$ cat src/rtl/conv_scheduler_if.sv
// Control/handshake bundle between the convolution scheduler and its datapath.
// The master side is the scheduler; the slave side is the buffers, MAC and output writer.
interface conv_scheduler_if #(
    parameter int ADDR_W = 8
);
    logic              start;
    logic [ADDR_W-1:0] filt_addr;
    logic [ADDR_W-1:0] img_addr;
    logic              rd_en;
    logic              mac_clr;
    logic              mac_en;
    logic              psum_valid;
    logic              out_ready;
    logic [ADDR_W-1:0] out_addr;
    logic              busy;
    logic              done;

    modport master (
        input  start, out_ready,
        output filt_addr, img_addr, rd_en, mac_clr, mac_en,
               psum_valid, out_addr, busy, done
    );

    modport slave (
        output start, out_ready,
        input  filt_addr, img_addr, rd_en, mac_clr, mac_en,
               psum_valid, out_addr, busy, done
    );
endinterface

$ cat src/rtl/conv_scheduler.sv
// Sweeps every filter across a 1-D image, driving buffer addresses and MAC control,
// and hands each finished partial sum to the output writer over valid/ready.
module conv_scheduler #(
    parameter int IMG_LEN     = 16,
    parameter int FILTER_SIZE = 4,
    parameter int NUM_FILTERS = 4,
    parameter int STRIDE      = 1,
    parameter int ADDR_W      = 8
) (
    input  logic               clk,
    input  logic               rst,
    conv_scheduler_if.master   bus
);

    localparam int NUM_POS = (IMG_LEN - FILTER_SIZE) / STRIDE + 1;

    localparam logic [ADDR_W-1:0] FS_A   = ADDR_W'(FILTER_SIZE);
    localparam logic [ADDR_W-1:0] NP_A   = ADDR_W'(NUM_POS);
    localparam logic [ADDR_W-1:0] STR_A  = ADDR_W'(STRIDE);
    localparam logic [ADDR_W-1:0] T_LAST = ADDR_W'(FILTER_SIZE - 1);
    localparam logic [ADDR_W-1:0] P_LAST = ADDR_W'(NUM_POS - 1);
    localparam logic [ADDR_W-1:0] F_LAST = ADDR_W'(NUM_FILTERS - 1);
    localparam logic [ADDR_W-1:0] ONE_A  = ADDR_W'(1);

    typedef enum logic [2:0] {
        S_IDLE  = 3'd0,
        S_CLEAR = 3'd1,
        S_MAC   = 3'd2,
        S_DRAIN = 3'd3,
        S_WRITE = 3'd4,
        S_DONE  = 3'd5
    } state_t;

    state_t            state_r;
    state_t            state_nx_s;
    logic [ADDR_W-1:0] f_r, p_r, t_r;
    logic [ADDR_W-1:0] f_nx_s, p_nx_s, t_nx_s;

    logic [ADDR_W-1:0] filt_addr_s, img_addr_s, out_addr_s;
    logic              rd_en_s, mac_clr_s, psum_valid_s, busy_s, done_s;

    logic [ADDR_W-1:0] filt_addr_r, img_addr_r, out_addr_r;
    logic              rd_en_r, mac_clr_r, mac_en_r, psum_valid_r, busy_r, done_r;

    // State and sweep counter registers
    always_ff @(posedge clk or negedge rst) begin
        if (!rst) begin
            state_r <= S_IDLE;
            f_r     <= '0;
            p_r     <= '0;
            t_r     <= '0;
        end else begin
            state_r <= state_nx_s;
            f_r     <= f_nx_s;
            p_r     <= p_nx_s;
            t_r     <= t_nx_s;
        end
    end

    // Next-state and next-counter decode
    always_comb begin
        state_nx_s = state_r;
        f_nx_s     = f_r;
        p_nx_s     = p_r;
        t_nx_s     = t_r;
        case (state_r)
            S_IDLE: begin
                if (bus.start) begin
                    f_nx_s     = '0;
                    p_nx_s     = '0;
                    t_nx_s     = '0;
                    state_nx_s = S_CLEAR;
                end else begin
                    state_nx_s = S_IDLE;
                end
            end
            S_CLEAR: state_nx_s = S_MAC;
            S_MAC: begin
                if (t_r == T_LAST) begin
                    t_nx_s     = '0;
                    state_nx_s = S_DRAIN;
                end else begin
                    t_nx_s     = t_r + ONE_A;
                    state_nx_s = S_MAC;
                end
            end
            S_DRAIN: state_nx_s = S_WRITE;
            S_WRITE: begin
                // psum_valid is always high in WRITE, so out_ready alone completes the handshake
                if (bus.out_ready) begin
                    if (p_r < P_LAST) begin
                        p_nx_s     = p_r + ONE_A;
                        state_nx_s = S_CLEAR;
                    end else if (f_r < F_LAST) begin
                        p_nx_s     = '0;
                        f_nx_s     = f_r + ONE_A;
                        state_nx_s = S_CLEAR;
                    end else begin
                        state_nx_s = S_DONE;
                    end
                end else begin
                    state_nx_s = S_WRITE;
                end
            end
            S_DONE:  state_nx_s = S_IDLE;
            default: state_nx_s = S_IDLE;
        endcase
    end

    // Output decode from the upcoming state so the registered outputs line up with it
    always_comb begin
        rd_en_s      = 1'b0;
        mac_clr_s    = 1'b0;
        psum_valid_s = 1'b0;
        done_s       = 1'b0;
        busy_s       = 1'b1;
        filt_addr_s  = '0;
        img_addr_s   = '0;
        out_addr_s   = '0;
        case (state_nx_s)
            S_IDLE:  busy_s       = 1'b0;
            S_CLEAR: mac_clr_s    = 1'b1;
            S_MAC:   rd_en_s      = 1'b1;
            S_DRAIN: rd_en_s      = 1'b0;
            S_WRITE: psum_valid_s = 1'b1;
            S_DONE:  done_s       = 1'b1;
            default: busy_s       = 1'b0;
        endcase
        if (state_nx_s != S_IDLE) begin
            filt_addr_s = f_nx_s * FS_A + t_nx_s;
            img_addr_s  = p_nx_s * STR_A + t_nx_s;
            out_addr_s  = f_nx_s * NP_A + p_nx_s;
        end else begin
            filt_addr_s = '0;
            img_addr_s  = '0;
            out_addr_s  = '0;
        end
    end

    // Output registers; mac_en trails rd_en by the one-cycle buffer read latency
    always_ff @(posedge clk or negedge rst) begin
        if (!rst) begin
            filt_addr_r  <= '0;
            img_addr_r   <= '0;
            out_addr_r   <= '0;
            rd_en_r      <= 1'b0;
            mac_clr_r    <= 1'b0;
            mac_en_r     <= 1'b0;
            psum_valid_r <= 1'b0;
            busy_r       <= 1'b0;
            done_r       <= 1'b0;
        end else begin
            filt_addr_r  <= filt_addr_s;
            img_addr_r   <= img_addr_s;
            out_addr_r   <= out_addr_s;
            rd_en_r      <= rd_en_s;
            mac_clr_r    <= mac_clr_s;
            mac_en_r     <= rd_en_r;
            psum_valid_r <= psum_valid_s;
            busy_r       <= busy_s;
            done_r       <= done_s;
        end
    end

    assign bus.filt_addr  = filt_addr_r;
    assign bus.img_addr   = img_addr_r;
    assign bus.out_addr   = out_addr_r;
    assign bus.rd_en      = rd_en_r;
    assign bus.mac_clr    = mac_clr_r;
    assign bus.mac_en     = mac_en_r;
    assign bus.psum_valid = psum_valid_r;
    assign bus.busy       = busy_r;
    assign bus.done       = done_r;

endmodule

$ cat src/flat_wrapper.sv
// flat-port wrapper written by rule: the top's interface ports become plain ports
module conv_scheduler_flat 
#(
    parameter int IMG_LEN     = 16,
    parameter int FILTER_SIZE = 4,
    parameter int NUM_FILTERS = 4,
    parameter int STRIDE      = 1,
    parameter int ADDR_W      = 8
)
  (clk, rst, bus_start, bus_out_ready, bus_filt_addr, bus_img_addr, bus_rd_en, bus_mac_clr, bus_mac_en, bus_psum_valid, bus_out_addr, bus_busy, bus_done);
  conv_scheduler_if #(.ADDR_W(ADDR_W)) bus_i ();
  input  logic clk;
  input  logic rst;
  input wire logic [$bits(bus_i.start)-1:0] bus_start;
  input wire logic [$bits(bus_i.out_ready)-1:0] bus_out_ready;
  output wire logic [$bits(bus_i.filt_addr)-1:0] bus_filt_addr;
  output wire logic [$bits(bus_i.img_addr)-1:0] bus_img_addr;
  output wire logic [$bits(bus_i.rd_en)-1:0] bus_rd_en;
  output wire logic [$bits(bus_i.mac_clr)-1:0] bus_mac_clr;
  output wire logic [$bits(bus_i.mac_en)-1:0] bus_mac_en;
  output wire logic [$bits(bus_i.psum_valid)-1:0] bus_psum_valid;
  output wire logic [$bits(bus_i.out_addr)-1:0] bus_out_addr;
  output wire logic [$bits(bus_i.busy)-1:0] bus_busy;
  output wire logic [$bits(bus_i.done)-1:0] bus_done;
  assign bus_i.start = bus_start;
  assign bus_i.out_ready = bus_out_ready;
  assign bus_filt_addr = bus_i.filt_addr;
  assign bus_img_addr = bus_i.img_addr;
  assign bus_rd_en = bus_i.rd_en;
  assign bus_mac_clr = bus_i.mac_clr;
  assign bus_mac_en = bus_i.mac_en;
  assign bus_psum_valid = bus_i.psum_valid;
  assign bus_out_addr = bus_i.out_addr;
  assign bus_busy = bus_i.busy;
  assign bus_done = bus_i.done;
  conv_scheduler #(.IMG_LEN(IMG_LEN), .FILTER_SIZE(FILTER_SIZE), .NUM_FILTERS(NUM_FILTERS), .STRIDE(STRIDE), .ADDR_W(ADDR_W)) u_core (.clk(clk), .rst(rst), .bus(bus_i));
endmodule
$ cat config.mk
export PLATFORM = sky130hd
export DESIGN_NAME = conv_scheduler_flat
export DESIGN_NICKNAME = d
export VERILOG_FILES = /design/src/rtl/conv_scheduler_if.sv /design/src/rtl/conv_scheduler.sv /design/src/flat_wrapper.sv
export SDC_FILE = /design/constraint.sdc
export NUM_CORES = 1
export LEC_CHECK = 0
export BUFFER_PORTS_ARGS = -buffer_cell sky130_fd_sc_hd__buf_2
export CORE_MARGIN = 1
export CORE_UTILIZATION = 45
export CTS_BUF_LIST = sky130_fd_sc_hd__clkbuf_4 sky130_fd_sc_hd__clkbuf_8 sky130_fd_sc_hd__clkbuf_16
export CTS_CLUSTER_DIAMETER = 150
export CTS_CLUSTER_SIZE = 14
export DETAILED_ROUTE_END_ITERATION = 7
export MAX_ROUTING_LAYER = met4
export PLACE_DENSITY_LB_ADDON = 0.2
export SYNTH_ARGS = -nofsm -noshare
export SYNTH_HDL_FRONTEND = slang
export SYNTH_SLANG_ARGS = --single-unit
$ cat constraint.sdc
create_clock -name clk -period 10.9 [get_ports clk]
set_input_delay 0.545 -clock clk [delete_from_list [all_inputs] [get_ports clk]]
set_output_delay 0.545 -clock clk [all_outputs]
set_load 0.01 [all_outputs]
==> flow_summary.ini, run 1 <==
[setup_path]
cp_cell_sequence = ha_1 -> or4_4 -> nor4b_4 -> and2b_1 -> and2_4 -> xnor2_1 -> nor2_1 -> ha_1 -> inv_1 -> fa_1 -> inv_1 -> fa_1 -> ha_1 -> o21a_1 -> o31a_1 -> o22ai_1 -> xnor2_1 -> xnor2_1 -> nor2_1
required_ps = 11120
critPathMaxFanout = 5
cpPeakStageDelay_ps = 470
arrival_ps = 4930
cp.buffers_inverters = 2
reg2reg_slack_ps = 6190
cpMaxStageDelayCell = fa_1
cp_top_family = adder cells
startpoint_type = flip-flop
end_kind = flip-flop
path_class = reg2reg

[sta]
fin_setup_tns_ps = 0
setup_violations = 0
post-route-min-period_ps = 4710
period_share_pct = 43.2
clock_skew_ps = 11.9
drv_slew = 0
worst_slew_pin_slew_ps = 723
fmax_mhz = 212
fin_ws_ps = 6190
relSlewSlack_pct = 51.8
rsz0062_at_grt = false
hold_violations = 0

[logic_synthesis]
synthDistinctLibCells = 50
ys_async_sr_fraction_pct = 100
synth_top_area_share_pct = 43.4
synth_edf_count = 0
syn_area_um2 = 3280
synth_nets = 361
yosysWarnings = 0
syn_avg_cell_area_um2 = 10.4
synth_seq_cells = 57
syn_inst = 317
ys.flop_type = dfrtp_1
netlist_top_cells_count = 57 x dfrtp_1, 33 x inv_1, 30 x ha_1, 26 x nor2_1, 22 x o21ai_0
ys_top_cells_by_area = dfrtp_1 43%, ha_1 11%, fa_1 6.1%, inv_1 3.8%, o21ai_0 3.4%
synth_top_cell_by_area = dfrtp_1
ys_seq_area_share_pct = 43.4
synth.most_common_cell = dfrtp_1

[placement]
gp_congestion = 0.851
placed_cells = 442
post-dp-hpwl_mm = 4.91
dp_slack_ps = 6200
portBuffers = 33

[clock_tree]
ctsResizeCount = 0
numCtsBuffers = 9
clock_latency_ps = 350
htree_levels = 3
numClockSinks = 57
root_buffer = clkbuf_8
cts_buffer_depth = 2
cts_hold_buf = 0
cts_tree = yes
post_cts_buffers = 0
path_clk_slew_ps = 70

[grt]
antenna_found_initial = 0
grt_overflow_total = 0
grt_max_degree = 58
grt_pass1_wl_mm = 11.5
grt_usage_pct = 20.8
grt_pass1_vias = 2346

[routing]
first_iter_violations = 93
routed_via_density = 5.11
dr_total_vias = 2334
wl_mm = 6.62
dr.pass1.iters = 4
drc = 0
wl_per_cell_um = 14.5
final_antenna_net_count = 0

[power_and_ir_drop]
p_leak_nw = 2.02
powerDensity_nw_per_um2 = 170
ir_worst_vdd_mv = 0.0697
swShare_pct = 33.4
p_comb_share_pct = 25.3
p_int_w = 0.000425
pwr-share-clk_pct = 33.3
switchingPower_w = 0.000214
p_seq_share_pct = 41.4

[finish]
diodes = 0
seqCellArea_um2 = 1430
multi_input_area_um2 = 1700
stdcell_count = 457
layout.nets = 401
fillers = 656
final_layout_size_suffix_gt1_share_pct = 16.6
area_growth_syn_to_layout_pct = 14.5

[floorplanning]
dieArea_um2 = 7640
pin_count = 34
start_util_pct = 47.6
die_h_um = 87.4
die_w_um = 87.4
core-area_um2 = 6910
num_rows = 30

[hold_path]
min_path_type = in2async

[job]
maxCapViolations = 0

[status]
status = finished clean
## worst reg2reg max path: stages (launching register included)
cell     delay [ps]
dfrtp_1         400
ha_1            210
or4_4           430
nor4b_4         300
and2b_1         220
and2_4          180
xnor2_1          60
nor2_1          340
ha_1            240
inv_1            60
fa_1            470
inv_1            50
fa_1            460
ha_1            330
o21a_1          200
o31a_1          120
o22ai_1         190
xnor2_1         160
xnor2_1         130
nor2_1           60
## worst paths after layout
check                           cells after the start              from                       to
worst max-delay path                               19     u_core.f_r[0]   u_core.bus.out_addr[7]
worst min-delay path                                2               rst  u_core.bus.filt_addr[0]
worst max register to register                     19     u_core.f_r[0]   u_core.bus.out_addr[7]
worst min register to register                      0  u_core.bus.rd_en        u_core.bus.mac_en
max in group asynchronous                           2               rst  u_core.bus.filt_addr[5]
min in group clk                                    0  u_core.bus.rd_en        u_core.bus.mac_en
## final cells by class
type / count / area share, %
clock buffer: 9 / 3.29
clock inverter: 6 / 2.23
inverter: 33 / 3.29
multi-input combinational: 221 / 45.3
sequential: 57 / 37.9
tap: 96 / 3.19
timing repair buffer: 35 / 4.79
## routing by layer
metal / global-route usage (%) / part of all wire, % / wire length (µm)
met1: 27.6 / 49 / 3270
met2: 30.7 / 46 / 3030
met3: 5.02 / 3.0 / 196
met4: 8.05 / 1.9 / 124
met5: - / 0 / 0
## placed cells by master, fill, tap and decap left out, types with 3 or more instances in the layout
master | synthesis | layout
a21o_1 | 6 | 6
ha_1 | 30 | 30
dfrtp_1 | 57 | 57
buf_2 | 5 | 33
and2_1 | 13 | 13
o21a_1 | 5 | 5
xor2_1 | 5 | 5
o21ai_0 | 22 | 21
nor3_1 | 9 | 9
a21oi_1 | 17 | 17
xnor2_1 | 11 | 11
a31oi_1 | 3 | 3
clkinv_2 | 0 | 3
fa_1 | 10 | 10
nor2b_1 | 4 | 4
nand2_1 | 16 | 16
and3_1 | 4 | 4
nand3_1 | 3 | 3
nor2_1 | 26 | 26
inv_1 | 33 | 33
clkbuf_8 | 0 | 9
## flip-flops by register name, indices dropped and copies added, names as in the netlist
| register | flops |
|---|---|
| u_core.bus.done | 1 |
| u_core.bus.img_addr | 8 |
| u_core.f_r | 8 |
| u_core.bus.out_addr | 8 |
| u_core.bus.busy | 1 |
| u_core.bus.filt_addr | 8 |
| u_core.bus.rd_en | 1 |
| u_core.bus.mac_en | 1 |
| u_core.state_r | 3 |
| u_core.bus.psum_valid | 1 |
| u_core.bus.mac_clr | 1 |
| u_core.t_r | 8 |
| u_core.p_r | 8 |
## cells by family after synthesis
| family | share of synthesized area, % |
|---|---|
| buf+inv | 4.76 |
| simple gates | 16.9 |
| fa+ha+maj | 17.5 |
| compound gates | 12.5 |
| flops | 43.4 |
| xor+xnor | 4.95 |
## power by group through the flow
| stage | Clock, W | Sequential [W] | Combinational (W) |
|---|---|---|---|
| detailed placement | 0 | 0.000269 | 0.000163 |
| global placement | 0 | 0.000268 | 0.000161 |
| global route | 0.000226 | 0.000269 | 0.000185 |
| finish | 0.000213 | 0.000265 | 0.000161 |
| CTS | 0.000220 | 0.000265 | 0.000163 |
| floorplan | 0 | 0.000265 | 0.000115 |
## per-stage QoR
step | hold slack (ps) | util [%] | total power (W) | cell area (µm²)
2_1_floorplan | 249 | - | 0.000380 | 3280
3_3_place_gp | 357 | 51.4 | 0.000429 | 3550
3_5_place_dp | 368 | 51.4 | 0.000431 | 3550
4_1_cts | 356 | 54.4 | 0.000648 | 3760
5_1_grt | 395 | 54.4 | 0.000681 | 3760
6_report | 325 | 54.4 | 0.000639 | 3760
(Power assumes the default switching activity.)
==> inputs of run 2 (changes only) <==
==> constraint.sdc (replaced) <==
create_clock -name clk -period 4.75 [get_ports clk]
set_input_delay 0.2375 -clock clk [delete_from_list [all_inputs] [get_ports clk]]
set_output_delay 0.2375 -clock clk [all_outputs]
set_load 0.01 [all_outputs]
==> flow_summary.ini, run 2 (same netlist as run 1, synthesis figures left out) <==
[floorplanning]
die_h_um = 87.4
pin_count = 34
die_w_um = 87.4
core-area_um2 = 6910
dieArea_um2 = 7640
num_rows = 30
start_util_pct = 47.6

[clock_tree]
path_clk_slew_ps = 70
numClockSinks = 57
cts_hold_buf = 0
clock_latency_ps = 340
numCtsBuffers = 9
cts_tree = yes
cts_buffer_depth = 2
htree_levels = 3
post_cts_buffers = 0
root_buffer = clkbuf_8
ctsResizeCount = 0

[routing]
drc = 0
wl_per_cell_um = 14.4
first_iter_violations = 88
wl_mm = 6.65
final_antenna_net_count = 0
dr_total_vias = 2324
dr.pass1.iters = 4
routed_via_density = 5.04

[power_and_ir_drop]
p_int_w = 0.000946
pwr-share-clk_pct = 31.5
finalPower_w = 0.00144
p_comb_share_pct = 26.7
p_leak_nw = 2.03
ir_worst_vdd_mv = 0.144
switchingPower_w = 0.000493
powerDensity_nw_per_um2 = 381
p_seq_share_pct = 41.7
swShare_pct = 34.3

[setup_path]
startpoint_type = flip-flop
arrival_ps = 4710
cp_cell_sequence = ha_1 -> or4_4 -> nor4b_4 -> and2b_1 -> and2_4 -> a21o_1 -> ha_1 -> inv_1 -> fa_1 -> inv_1 -> fa_1 -> ha_1 -> o21a_1 -> o31a_1 -> o22ai_1 -> xnor2_1 -> xnor2_1 -> nor2_1
end_kind = flip-flop
required_ps = 4970
startpoint = u_core.f_r[0]
r2r_start = u_core.f_r[0]
path_class = reg2reg
reg2reg_depth = 18
cpPeakStageDelay_ps = 450
cpMaxStageDelayCell = or4_4
crit_top_cell = ha_1
critPathMaxFanout = 5

[grt]
grt_usage_pct = 20.7
grt_overflow_total = 0
grt_pass1_vias = 2304
grt_pass1_wl_mm = 11.3
antenna_found_initial = 0
grt_max_degree = 58

[sta]
fin_setup_tns_ps = 0
worst_slew_pin_slew_ps = 725
fin_ws_ps = 261
fmax_mhz = 223
period_share_pct = 94.5
clock_skew_ps = 4.93
drv_slew = 0
rsz0062_at_grt = false
setup_violations = 0
hold_ws_ps = 39.4
hold_violations = 0
post-route-min-period_ps = 4490
relSlewSlack_pct = 51.6

[placement]
portBuffers = 33
dp_slack_ps = 221
gp_congestion = 0.807
post-dp-hpwl_mm = 4.94

[hold_path]
min_path_type = in2async

[job]
maxCapViolations = 0

[finish]
layout_common_cells = 57 x dfrtp_1, 33 x inv_1, 33 x buf_2, 30 x ha_1, 26 x nor2_1
layout.nets = 404
final_common_cell = dfrtp_1
diodes = 0
area_growth_syn_to_layout_pct = 15.0
final_layout_size_suffix_gt1_share_pct = 17.8
fillers = 659

[status]
status = finished clean
[run 2: cell types whose count changed in the layout (fill, tap and decap cells not counted)]
cell / previous run / this run
clkinv_2: 3 / 4
clkbuf_8: 9 / 10
buf_4: 2 / 5
nor4_1: 2 / 1
clkinv_4: 1 / 0
nor4_2: 0 / 1
bufinv_16: 2 / 1
clkinvlp_4: 0 / 1
[run 2: metrics by stage]
step | cells | utilization, % | cell area, µm²
finish | 461 | 54.7 | 3780
CTS | 461 | 54.6 | 3770
global route | 461 | 54.7 | 3780
floorplan | 317 | - | 3280
detailed placement | 445 | 51.8 | 3570
global placement | 445 | 51.8 | 3570
[run 2: layout make-up]
| type | instances | area (µm²) | area share, % |
|---|---|---|---|
| clock buffers | 10 | 138 | 3.64 |
| multi-input cells | 221 | 1710 | 45.2 |
| repair buffers | 38 | 203 | 5.37 |
| clock inverters | 6 | 57.6 | 1.52 |
| inverters | 33 | 124 | 3.28 |
| well taps | 96 | 120 | 3.18 |
| flip-flops and latches | 57 | 1430 | 37.8 |
[run 2: path summary, 6_finish.rpt]
path	end	slack [ps]
worst max register to register	u_core.bus.out_addr[7]	260
worst min-delay path	u_core.bus.img_addr[1]	40
worst max-delay path	u_core.bus.out_addr[7]	260
max in group asynchronous	u_core.bus.out_addr[7]	4240
min in group clk	u_core.bus.psum_valid	160
worst min register to register	u_core.bus.mac_en	370
[run 2: worst max-delay path, delay by kind of cell (launching register included)]
family	cells	cell delay (ps)
adders and majority gates	5	1630
DFF	1	390
xor gates and xnor gates	2	280
AOI/OAI and AO/OA	4	690
buffers and inverters	2	150
and+or+nand+nor	5	1220
[run 2: power groups by stage]
stage | Combinational, W | Sequential, W | Clock, W
after global routing | 0.000445 | 0.000610 | 0.000485
final | 0.000385 | 0.000601 | 0.000454
after detailed placement | 0.000395 | 0.000611 | 0
after floorplan | 0.000263 | 0.000609 | 0
after global placement | 0.000383 | 0.000608 | 0
after CTS | 0.000395 | 0.000602 | 0.000465
[run 2: metal layers]
metal	share of wire, %	vias up	track usage, %	routed length, µm
met5	0	-	-	0
met4	1.3	0	9.84	85
met3	3.2	8	2.94	215
met2	47	38	31.0	3110
met1	49	1117	27.7	3240
li1	-	1161	-	-
==> inputs of run 3 (changes only) <==
--- a/config.mk
+++ b/config.mk
@@ -12,6 +12,7 @@
 export CTS_CLUSTER_DIAMETER = 150
 export CTS_CLUSTER_SIZE = 14
 export DETAILED_ROUTE_END_ITERATION = 7
+export HOLD_SLACK_MARGIN = 0.15
 export MAX_ROUTING_LAYER = met4
 export PLACE_DENSITY_LB_ADDON = 0.2
 export SYNTH_ARGS = -nofsm -noshare
==> flow_summary.ini, run 3 (same netlist as run 1, synthesis figures left out) <==
[grt]
grt_pass1_wl_mm = 11.3
grt_usage_pct = 20.7
antenna_found_initial = 0
grt_pass1_vias = 2304
grt_max_degree = 58
grt_overflow_total = 0

[setup_path]
r2r_start = u_core.f_r[0]
reg2reg_depth = 18
required_ps = 4970
end_kind = flip-flop
path_class = reg2reg
critPathMaxFanout = 5
r2r-end = u_core.bus.out_addr[7]
reg2reg_slack_ps = 260
startpoint_type = flip-flop
arrival_ps = 4710

[finish]
final_layout_size_suffix_gt1_share_pct = 17.8
area_growth_syn_to_layout_pct = 15.3
layout.nets = 405
final_common_cell = dfrtp_1
diodes = 0
layout_common_cells = 57 x dfrtp_1, 33 x inv_1, 33 x buf_2, 30 x ha_1, 26 x nor2_1

[clock_tree]
numCtsBuffers = 9
path_clk_slew_ps = 70
numClockSinks = 57
cts_tree = yes
cts_buffer_depth = 2
clock_latency_ps = 340
root_buffer = clkbuf_8
htree_levels = 3
post_cts_buffers = 0

[routing]
first_iter_violations = 97
wl_mm = 6.65
wl_per_cell_um = 14.4
dr.pass1.iters = 4
drc = 0
final_antenna_net_count = 0
routed_via_density = 5.03
dr_total_vias = 2326

[hold_path]
hold_start = bus_out_ready
hold_path_end = u_core.bus.psum_valid
hold_depth = 2
min_path_type = in2reg

[power_and_ir_drop]
pwr-share-clk_pct = 31.5
swShare_pct = 34.3
switchingPower_w = 0.000493
p_leak_nw = 2.04
p_comb_share_pct = 26.8
p_int_w = 0.000947
ir_worst_vdd_mv = 0.144
powerDensity_nw_per_um2 = 380
p_seq_share_pct = 41.7

[sta]
clock_skew_ps = 4.93
setup_violations = 0
post-route-min-period_ps = 4490
worst_slew_pin_slew_ps = 719
rsz0062_at_grt = false
hold_violations = 0
relSlewSlack_pct = 52.1
period_share_pct = 94.5
fin_setup_tns_ps = 0
drv_slew = 0
hold_ws_ps = 158
fmax_mhz = 223

[floorplanning]
num_rows = 30
die_h_um = 87.4
pin_count = 34
start_util_pct = 47.6
die_w_um = 87.4
core-area_um2 = 6910
dieArea_um2 = 7640

[placement]
gp_congestion = 0.807
portBuffers = 33
post-dp-hpwl_mm = 4.94

[job]
maxCapViolations = 0

[status]
status = finished clean
[run 3: changes by cell type in the layout (fill, tap and decap cells not counted), sizes merged]
| cell | before | now |
|---|---|---|
| dlygate4sd3 | 0 | 1 |
[run 3: area by class of cell]
class                   instances  area, µm²
clock buffers                  10        138
multi-input cells             221       1710
repair buffers                 39        213
clock inverters                 6       57.6
fillers                       656       3120
well taps                      96        120
inverters                      33        124
flip-flops and latches         57       1430
[run 3: worst max-delay path by stage]
stage	end	start	cells after the start
2_1_floorplan	u_core.bus.out_addr[7]	u_core.f_r[0]	19
3_3_place_gp	u_core.bus.out_addr[7]	u_core.f_r[0]	19
3_5_place_dp	u_core.bus.out_addr[7]	u_core.f_r[0]	19
4_1_cts	u_core.bus.out_addr[7]	u_core.f_r[0]	19
5_1_grt	u_core.bus.out_addr[7]	u_core.f_r[0]	18
6_report	u_core.bus.out_addr[7]	u_core.f_r[0]	18
[run 3: per-layer routing]
layer / global-route usage (%) / up-vias / share of wire, % / routed length [µm]
li1: - / 1162 / - / -
met1: 27.7 / 1121 / 49 / 3240
met2: 31.0 / 35 / 47 / 3120
met3: 2.94 / 8 / 3.1 / 208
met4: 9.84 / 0 / 1.3 / 85
met5: - / - / 0 / 0
[run 3: worst max-delay path, stage by stage (launching register included)]
cell	delay [ps]
dfrtp_1	390
ha_1	210
or4_4	450
nor4b_4	310
and2b_1	230
and2_4	180
a21o_1	220
ha_1	260
inv_1	70
fa_1	400
inv_1	80
fa_1	430
ha_1	330
o21a_1	190
o31a_1	110
o22ai_1	170
xnor2_1	150
xnor2_1	130
nor2_1	50
[run 3: through the flow]
step,total power (W),setup slack (ps),utilization [%],area (µm²),cells
4_1_cts,0.00146,180,54.7,3780,462
5_1_grt,0.00154,4.35,54.8,3790,462
2_1_floorplan,0.000872,464,-,3280,317
3_5_place_dp,0.00101,221,51.8,3570,445
6_report,0.00144,261,54.8,3790,462
3_3_place_gp,0.000990,281,51.8,3570,445
[run 3: timing repair]
action	in CTS	in global routing
hold endpoints to repair	57	0
endpoints found under the setup margin	0	1
hold buffers	1	0
resized for setup	0	1
[run 3: power groups by stage]
stage	clock network, W	logic (W)	registers (W)
finish	0.000454	0.000385	0.000601
global route	0.000485	0.000446	0.000610
CTS	0.000465	0.000395	0.000602
detailed placement	0	0.000395	0.000611
global placement	0	0.000383	0.000608
floorplan	0	0.000263	0.000609
